<file path="src/rtl/alu_seq.sv">
// alu_seq: handshaked ALU. It accepts one operation per start pulse while
// ready is high. Single-cycle ops register their result on the accepting
// edge. Multiply runs N shift-add iterations in the MUL state. The result and
// its z/c flags are always written together, on the same edge that raises done.
module alu_seq #(
  parameter int N       = 16,
  parameter int W_INDEX = 4
) (
  input  logic         clk,
  input  logic         rst,
  input  logic         start,
  input  logic [2:0]   alu_op,
  input  logic [N-1:0] in1,
  input  logic [N-1:0] in2,
  output logic         ready,
  output logic         done,
  output logic [N-1:0] alu_out,
  output logic         z,
  output logic         c
);

  localparam int CW = $clog2(N + 1);

  typedef enum logic {S_IDLE, S_MUL} state_t;

  state_t           r_state;
  state_t           w_next;
  logic [2*N-1:0]   r_acc;
  logic [2*N-1:0]   r_mcand;
  logic [N-1:0]     r_mplier;
  logic [CW-1:0]    r_cnt;
  logic [N-1:0]     r_out;
  logic             r_z;
  logic             r_c;
  logic             r_done;

  logic             w_accept;
  logic             w_mul_start;
  logic             w_mul_last;
  logic [2*N-1:0]   w_acc_next;
  logic [N-1:0]     w_res;
  logic             w_carry;

  assign ready       = (r_state == S_IDLE);
  assign w_accept    = ready && start;
  assign w_mul_start = w_accept && (alu_op == 3'd2);
  // The iteration that brings the counter to N is the last one.
  assign w_mul_last  = (r_state == S_MUL) && (r_cnt == CW'(N - 1));
  assign w_acc_next  = r_acc + (r_mplier[0] ? r_mcand : '0);

  assign alu_out = r_out;
  assign z       = r_z;
  assign c       = r_c;
  assign done    = r_done;

  // Single-cycle result and carry/borrow for every op except multiply
  always_comb begin
    w_res   = '0;
    w_carry = 1'b0;
    case (alu_op)
      3'd0:    {w_carry, w_res} = {1'b0, in1} + {1'b0, in2};
      3'd1: begin
        w_res   = in1 - in2;
        w_carry = (in1 < in2);
      end
      3'd3:    w_res = in1 << W_INDEX;
      3'd4:    w_res = in1 >> W_INDEX;
      3'd5:    w_res = in1 & in2;
      3'd6:    w_res = in1 | in2;
      3'd7:    w_res = in1 ^ in2;
      default: w_res = '0;
    endcase
  end

  // Next-state logic: enter MUL on an accepted multiply, leave after N iterations
  always_comb begin
    w_next = r_state;
    case (r_state)
      S_IDLE:  if (w_mul_start) w_next = S_MUL;
      S_MUL:   if (w_mul_last)  w_next = S_IDLE;
      default: w_next = S_IDLE;
    endcase
  end

  // State register
  always_ff @(posedge clk or posedge rst) begin
    if (rst) r_state <= S_IDLE;
    else     r_state <= w_next;
  end

  // Datapath: operand capture, shift-add iterations, and the result/flag/done update
  always_ff @(posedge clk or posedge rst) begin
    if (rst) begin
      r_acc    <= '0;
      r_mcand  <= '0;
      r_mplier <= '0;
      r_cnt    <= '0;
      r_out    <= '0;
      r_z      <= 1'b1;
      r_c      <= 1'b0;
      r_done   <= 1'b0;
    end else begin
      r_done <= 1'b0;
      if (r_state == S_IDLE) begin
        if (w_mul_start) begin
          r_acc    <= '0;
          r_mcand  <= {{N{1'b0}}, in1};
          r_mplier <= in2;
          r_cnt    <= '0;
        end else if (w_accept) begin
          r_out  <= w_res;
          r_z    <= (w_res == '0);
          r_c    <= w_carry;
          r_done <= 1'b1;
        end
      end else begin
        r_acc    <= w_acc_next;
        r_mcand  <= r_mcand << 1;
        r_mplier <= r_mplier >> 1;
        r_cnt    <= r_cnt + CW'(1);
        if (w_mul_last) begin
          r_out  <= w_acc_next[N-1:0];
          r_z    <= (w_acc_next[N-1:0] == '0);
          r_c    <= |w_acc_next[2*N-1:N];
          r_done <= 1'b1;
        end
      end
    end
  end

endmodule

</file>
<file path="config.mk">
export PLATFORM = sky130hd
export DESIGN_NAME = alu_seq
export DESIGN_NICKNAME = d
export VERILOG_FILES = /design/src/rtl/alu_seq.sv
export SDC_FILE = /design/constraint.sdc
export NUM_CORES = 1
export LEC_CHECK = 0
export CAP_MARGIN = 20
export CORE_MARGIN = 3
export CORE_UTILIZATION = 41
export DETAILED_ROUTE_END_ITERATION = 16
export PLACE_DENSITY = 0.59
export SLEW_MARGIN = 20
export SYNTH_ARGS = -nofsm -noshare
export SYNTH_HDL_FRONTEND = slang
export SYNTH_SLANG_ARGS = --single-unit
</file>
<file path="constraint.sdc">
create_clock -name clk -period 5.8 [get_ports clk]
set_input_delay 1.74 -clock clk [delete_from_list [all_inputs] [get_ports clk]]
set_output_delay 1.74 -clock clk [all_outputs]
set_load 0.05 [all_outputs]
</file>
Word level (Yosys, flattened, before mapping)
Cells that the tools add are included.
Widths: inputs -> output; s select.
{"block": "op_classes", "n_addsub": 4, "mul": 0, "div_mod_pow": 0, "magnitude_cmp": 1, "eq_ne": 10, "n_shift": 0, "muxes": 30, "bitwise_logic": 4, "n_reduce_logical": 10}
{"op": "$mux 32", "n": 5}
{"op": "$pmux 16 s7", "n": 1}
{"op": "$mux 16", "n": 6}
{"op": "$add 32x32->32", "n": 1}
{"op": "$logic_not 16->1", "n": 2}
{"op": "$add 16x16->17", "n": 1}
{"op": "$and 16x16->16", "n": 1}
{"op": "$lt 16x16->1", "n": 1}
{"op": "$or 16x16->16", "n": 1}
{"op": "$reduce_or 16->1", "n": 1}
{"op": "$sub 16x16->16", "n": 1}
{"op": "$xor 16x16->16", "n": 1}
{"op": "$mux 1", "n": 14}
{"op": "$eq 3x3->1 const B", "n": 4}
{"op": "$mux 5", "n": 2}
{"op": "$eq 3x2->1 const B", "n": 2}
{"op": "$add 5x1->5 const B", "n": 1}
{"op": "$eq 5x4->1 const B", "n": 1}
{"op": "$pmux 1 s2", "n": 2}
{"op": "$reduce_bool 2->1", "n": 2}
{"op": "$eq 3x1->1 const B", "n": 1}
{"op": "$logic_and 1x1->1", "n": 3}
{"op": "$logic_not 3->1", "n": 1}
{"op": "$reduce_and 3->1", "n": 1}
{"op": "3 further kinds", "n": 3}
{"block": "word_totals", "reg_bits": 105, "latchBits": 0, "ram_bits": 0, "mem_bits_ro": 0, "input_bits": 38, "output_inout_bits": 20, "elab_cells": 68, "mem_count": 0}

Longest topological paths before layout
{"block": "logic_depth", "word_depth": 6, "mapped_depth": 14, "ltp_nobuf": 14}

Worst setup path after synthesis
No wires, ideal clock.
{"block": "synth_path", "path_type": "in2reg", "from": "in in2[3]", "to": "reg r_out[13] (netlist: alu_out[13])", "setup_time_ns": 0.125, "arrival_time_ns": 4.293, "t_required_ns": 5.675, "setup_slack_ns": 1.382, "cell_stages": 13, "path_buffers": 1, "path_cell_list": "inv_1 > ha_1 > clkbuf_1 > nor2b_1 > nor2_1 > a2111oi_0 > a221oi_1 > a2111oi_0 > mux2i_1 > xnor2_1 > a21oi_1 > mux2i_1 > mux2_2"}
{"block": "synth_between", "elab_chain_len": 5, "elab_cells_between_ends": 6, "classes_between": "2 x add/sub; 4 x mux"}
{"element": "start: declaration", "line": "14", "text": "input logic [N-1:0] in2,"}
{"element": "$sub 16x16->16 or $add 16x16->17 (tied branches)", "line": "63, 61"}
{"element": "$pmux 16 s7 (*)", "line": "60", "text": "case (alu_op)"}
{"element": "$mux 16 (*)", "line": "110", "text": "end else if (w_accept) begin"}
{"element": "$mux 16 (*)", "line": "105", "text": "if (w_mul_start) begin"}
{"element": "$mux 16 (*)", "line": "104", "text": "if (r_state == S_IDLE) begin"}
{"element": "end signal: assignment", "line": "111", "text": "r_out <= w_res;"}
{"element": "end signal: assignment", "line": "122", "text": "r_out <= w_acc_next[N-1:0];"}
{"element": "end: declaration", "line": "32", "text": "logic [N-1:0] r_out;"}
Every way passes the cells marked *; elsewhere a longest branch is shown, timed or not. The select of a mux whose other input is x is not followed.
A chain may end at the register's enable or synchronous reset.

Worst setup path in the final report
{"block": "layout_path", "from": "in in1[1]", "to": "reg r_out[13] (netlist: alu_out[13])"}
{"block": "layout_between", "elab_chain_len": 5, "elab_cells_between_ends": 6, "classes_between": "2 x add/sub; 4 x mux"}
{"element": "start: declaration", "line": "13", "text": "input logic [N-1:0] in1,"}
{"element": "$sub 16x16->16 or $add 16x16->17 (tied branches)", "line": "63, 61"}
{"element": "$pmux 16 s7 (*)", "line": "60"}
{"element": "$mux 16 (*)", "line": "110"}
{"element": "$mux 16 (*)", "line": "105"}
{"element": "$mux 16 (*)", "line": "104"}
Marks and branches as above.

==> summary.txt <==
Status
  – Status: finished, final reports clean

Synth
  – Syn_area_per_cell: between 8 and 9 um^2
  – Async S/R FF share, synth: 1.00
  – Synthesized area: 9040 um^2
  – Synth cell types: 81
  – Post-Syn Instances: 1108
  – Syn_nets: 1233
  – Number of flops mapped to enable cells by yosys: 0
  – Sequential-to-total area share from yosys stat: 0.291
  – Top FF cell, synth: dfrtp_1
  – Number of synthesized register bits: 105
  – YS warnings: 0

Floorplan
  – Die Wd: roughly 150 um
  – DIE AREA: 23900 um^2
  – CORE AREA: 21400 um^2
  – Row count: 53
  – Initial Util: 0.424
  – Die H: 155 um
  – # IOs: between 50 and 60

Global route
  – GRT Resource Usage Total: 0.218
  – Number of global-route vias before repair: just under 8000
  – Largest net degree at the start of global routing: 95
  – Congestion Overflow GR: 0
  – First-pass GRT wire length: 42300 um
  – Initial antenna violation count: 0

Layout
  – Most frequent cells in the layout: nand2_1, o21ai_0, dfrtp_1
  – Nets: ~1300
  – Share of post-route cells with drive strength above 1: 0.0614
  – Most common cell after layout, fill and taps aside: nand2_1
  – N_diodes: 0
  – Syn-to-layout area delta: 12.9%

Timing
  – Hold slack final: 0.492 ns
  – Worst slew pin tran: 0.969 ns
  – Tcrit/Tclk final: 0.900
  – Total negative slack: 0 ns
  – Tmin final: 5.22 ns
  – Final Hold Vio Count: 0
  – Max Transition Viols Final: 0
  – RSZ-0062 raised after global routing: no
  – Skew final: approximately 0.014 ns
  – Max_slew headroom: 0.354
  – Fmax: approximately 190 MHz
  – Setup violators final: 0

CTS
  – TritonCTS clock tree: done
  – Num CTS Buffers: 9
  – Post-CTS sizing: 0
  – Clk Tree Root Cell: clkbuf_16
  – Clock Sinks: 105
  – H-tree depth: 3
  – Post-CTS Setup Bufs: 0
  – Clk_lat worst skew: roughly 0.37 ns
  – Deepest clock path buffer count: 2
  – Hold-fix buffers, CTS: 0
  – Clock transition at the registers of the reported paths: 0.09 ns

Power
  – Pwr Density: 366 nW/um^2
  – Peak supply drop: 0.194 mV
  – Leak Pwr: roughly 0.0046 uW

Critical path
  – Worst Path Required: between 6 and 7 ns
  – Worst Setup Start Kind: input port
  – Critical path capture point type: flip-flop
  – WP data arrival: 5.46 ns
  – Critical path peak fanout: 6
  – CP Class: input port to flip-flop

Routing
  – Pre-Repair DR Iteration Count: 5
  – Routed wire length: 25900 um
  – WL/cell: 18.3 um
  – Antenna-violating nets left: 0
  – Vias per cell: 5.70
  – Residual DRC: 0
  – Vias: 8067
  – Iter 0 DRT Violations: 562

Job
  – MaxCap Viol Count: 0

Place
  – Post-detail-place hpwl: 19400 um
  – Input/output buffers: 57
  – Placer Congestion: 0.913

Worst hold path
  – Hold Path Class: flip-flop to flip-flop
## path summary, 6_finish.rpt
check / startpoint / endpoint / slack (ns) / depth (start not counted)
setup reg to reg: r_mplier[0]$_DFFE_PP0P_ / c$_DFFE_PP0P_ / 1.11 / 13
max in group asynchronous: rst / z$_DFFE_PP1P_ / 3.07 / 3
setup / recovery: in1[1] / alu_out[13]$_DFFE_PP0P_ / 0.58 / 13
hold reg to reg: r_mcand[18]$_DFFE_PP0P_ / r_mcand[19]$_DFFE_PP0P_ / 0.49 / 2
hold / removal: r_mcand[18]$_DFFE_PP0P_ / r_mcand[19]$_DFFE_PP0P_ / 0.49 / 2
min in group asynchronous: rst / r_acc[30]$_DFFE_PP0P_ / 1.84 / 2
## cells by family (layout without fill, tap and decap cells)
logic type / count (synthesis) / after routing / synth area share
AND/OR/NAND/NOR: 346 / 346 / 0.182
AO/OA/AOI/OAI: 338 / 338 / 0.233
buffers and inverters: 134 / 166 / 0.0566
flip-flops: 105 / 105 / 0.291
adder cells (fa/ha/maj): 87 / 87 / 0.123
multiplexers: 61 / 61 / 0.0791
XOR/XNOR: 37 / 37 / 0.0358
## sequential cells by signal, summed over array words and instances (netlist names)
register / count
r_mplier: 16
z: 1
r_cnt: 5
c: 1
alu_out: 16
r_acc: 32
r_state: 1
done: 1
r_mcand: 32
## power breakdown
part	leakage [uW]	internal (uW)	switching, uW	total, uW
clock network	0.000156	386	315	701
logic	0.00306	650	1130	1780
registers	0.00137	1010	241	1260
total	0.00459	2050	1680	3730
## synth_stat cells (all sizes together), types with 3 or more instances
| master | count | area (um^2) |
|---|---|---|
| nand2 | 152 | 571 |
| o21ai | 118 | 594 |
| dfrtp | 104 | 2600 |
| ha | 84 | 1050 |
| a21oi | 81 | 409 |
| inv | 74 | 278 |
| nor2 | 61 | 236 |
| clkbuf | 52 | 195 |
| mux2i | 49 | 490 |
| and2 | 39 | 248 |
| xnor2 | 23 | 201 |
| nand3 | 19 | 95.1 |
| nor3 | 18 | 90.1 |
| o22ai | 18 | 113 |
| a211oi | 15 | 130 |
| o211ai | 14 | 105 |
| xor2 | 14 | 123 |
| a21o | 13 | 98.9 |
| o21a | 10 | 75.1 |
| o31ai | 10 | 75.1 |
| a31oi | 8 | 65.1 |
| buf | 8 | 38.8 |
| mux4 | 8 | 180 |
| nor2b | 8 | 50.1 |
| o21bai | 8 | 60.1 |
| and3 | 6 | 42.5 |
| nand2b | 6 | 37.5 |
| nand4 | 6 | 37.5 |
| nor4 | 6 | 37.5 |
| or3 | 5 | 31.3 |
| a2111oi | 4 | 35.0 |
| a22oi | 4 | 30.0 |
| mux2 | 4 | 45.0 |
| o211a | 4 | 40.0 |
| a211o | 3 | 26.3 |
| a21boi | 3 | 22.5 |
| a221o | 3 | 31.3 |
| a221oi | 3 | 26.3 |
| a22o | 3 | 26.3 |
| fa | 3 | 60.1 |
| nand4b | 3 | 26.3 |
| o2111ai | 3 | 26.3 |
| o221ai | 3 | 26.3 |
## worst max-delay path: stages
cell             delay (ns)
clkdlybuf4s50_1        0.61
inv_1                  0.13
ha_1                   0.36
o21bai_1               0.11
a211o_1                0.35
a2111oi_0              0.40
a221oi_1               0.16
a2111oi_0              0.65
mux2i_1                0.19
xnor2_1                0.17
a21oi_1                0.20
mux2i_1                0.10
mux2_2                 0.28
## cell type report
class	instances	area (um^2)
fillers	2131	11100
multi-input cells	869	5920
flip-flops and latches	105	2630
repair buffers	76	708
well taps	275	344
inverters	74	280
clock buffers	10	229
clock inverters	6	96.3
## metal layers
metal	share of wire	global-route usage	vias up
met5	0	0	-
met4	0.013	0.0378	0
met3	0.050	0.0319	31
met2	0.47	0.360	208
met1	0.47	0.307	3848
li1	-	-	3980
## per-stage QoR
step	utilization	area [um^2]	power, uW	setup WS [ns]	cells
floorplan	-	9040	2500	1.30	1108
global placement	0.463	9890	3030	0.350	1399
detailed placement	0.463	9890	3050	0.253	1399
CTS	0.478	10200	3760	0.628	1415
global route	0.478	10200	4020	0.381	1415
finish	0.478	10200	3730	0.579	1415
Power figures use the tool's default switching activity.
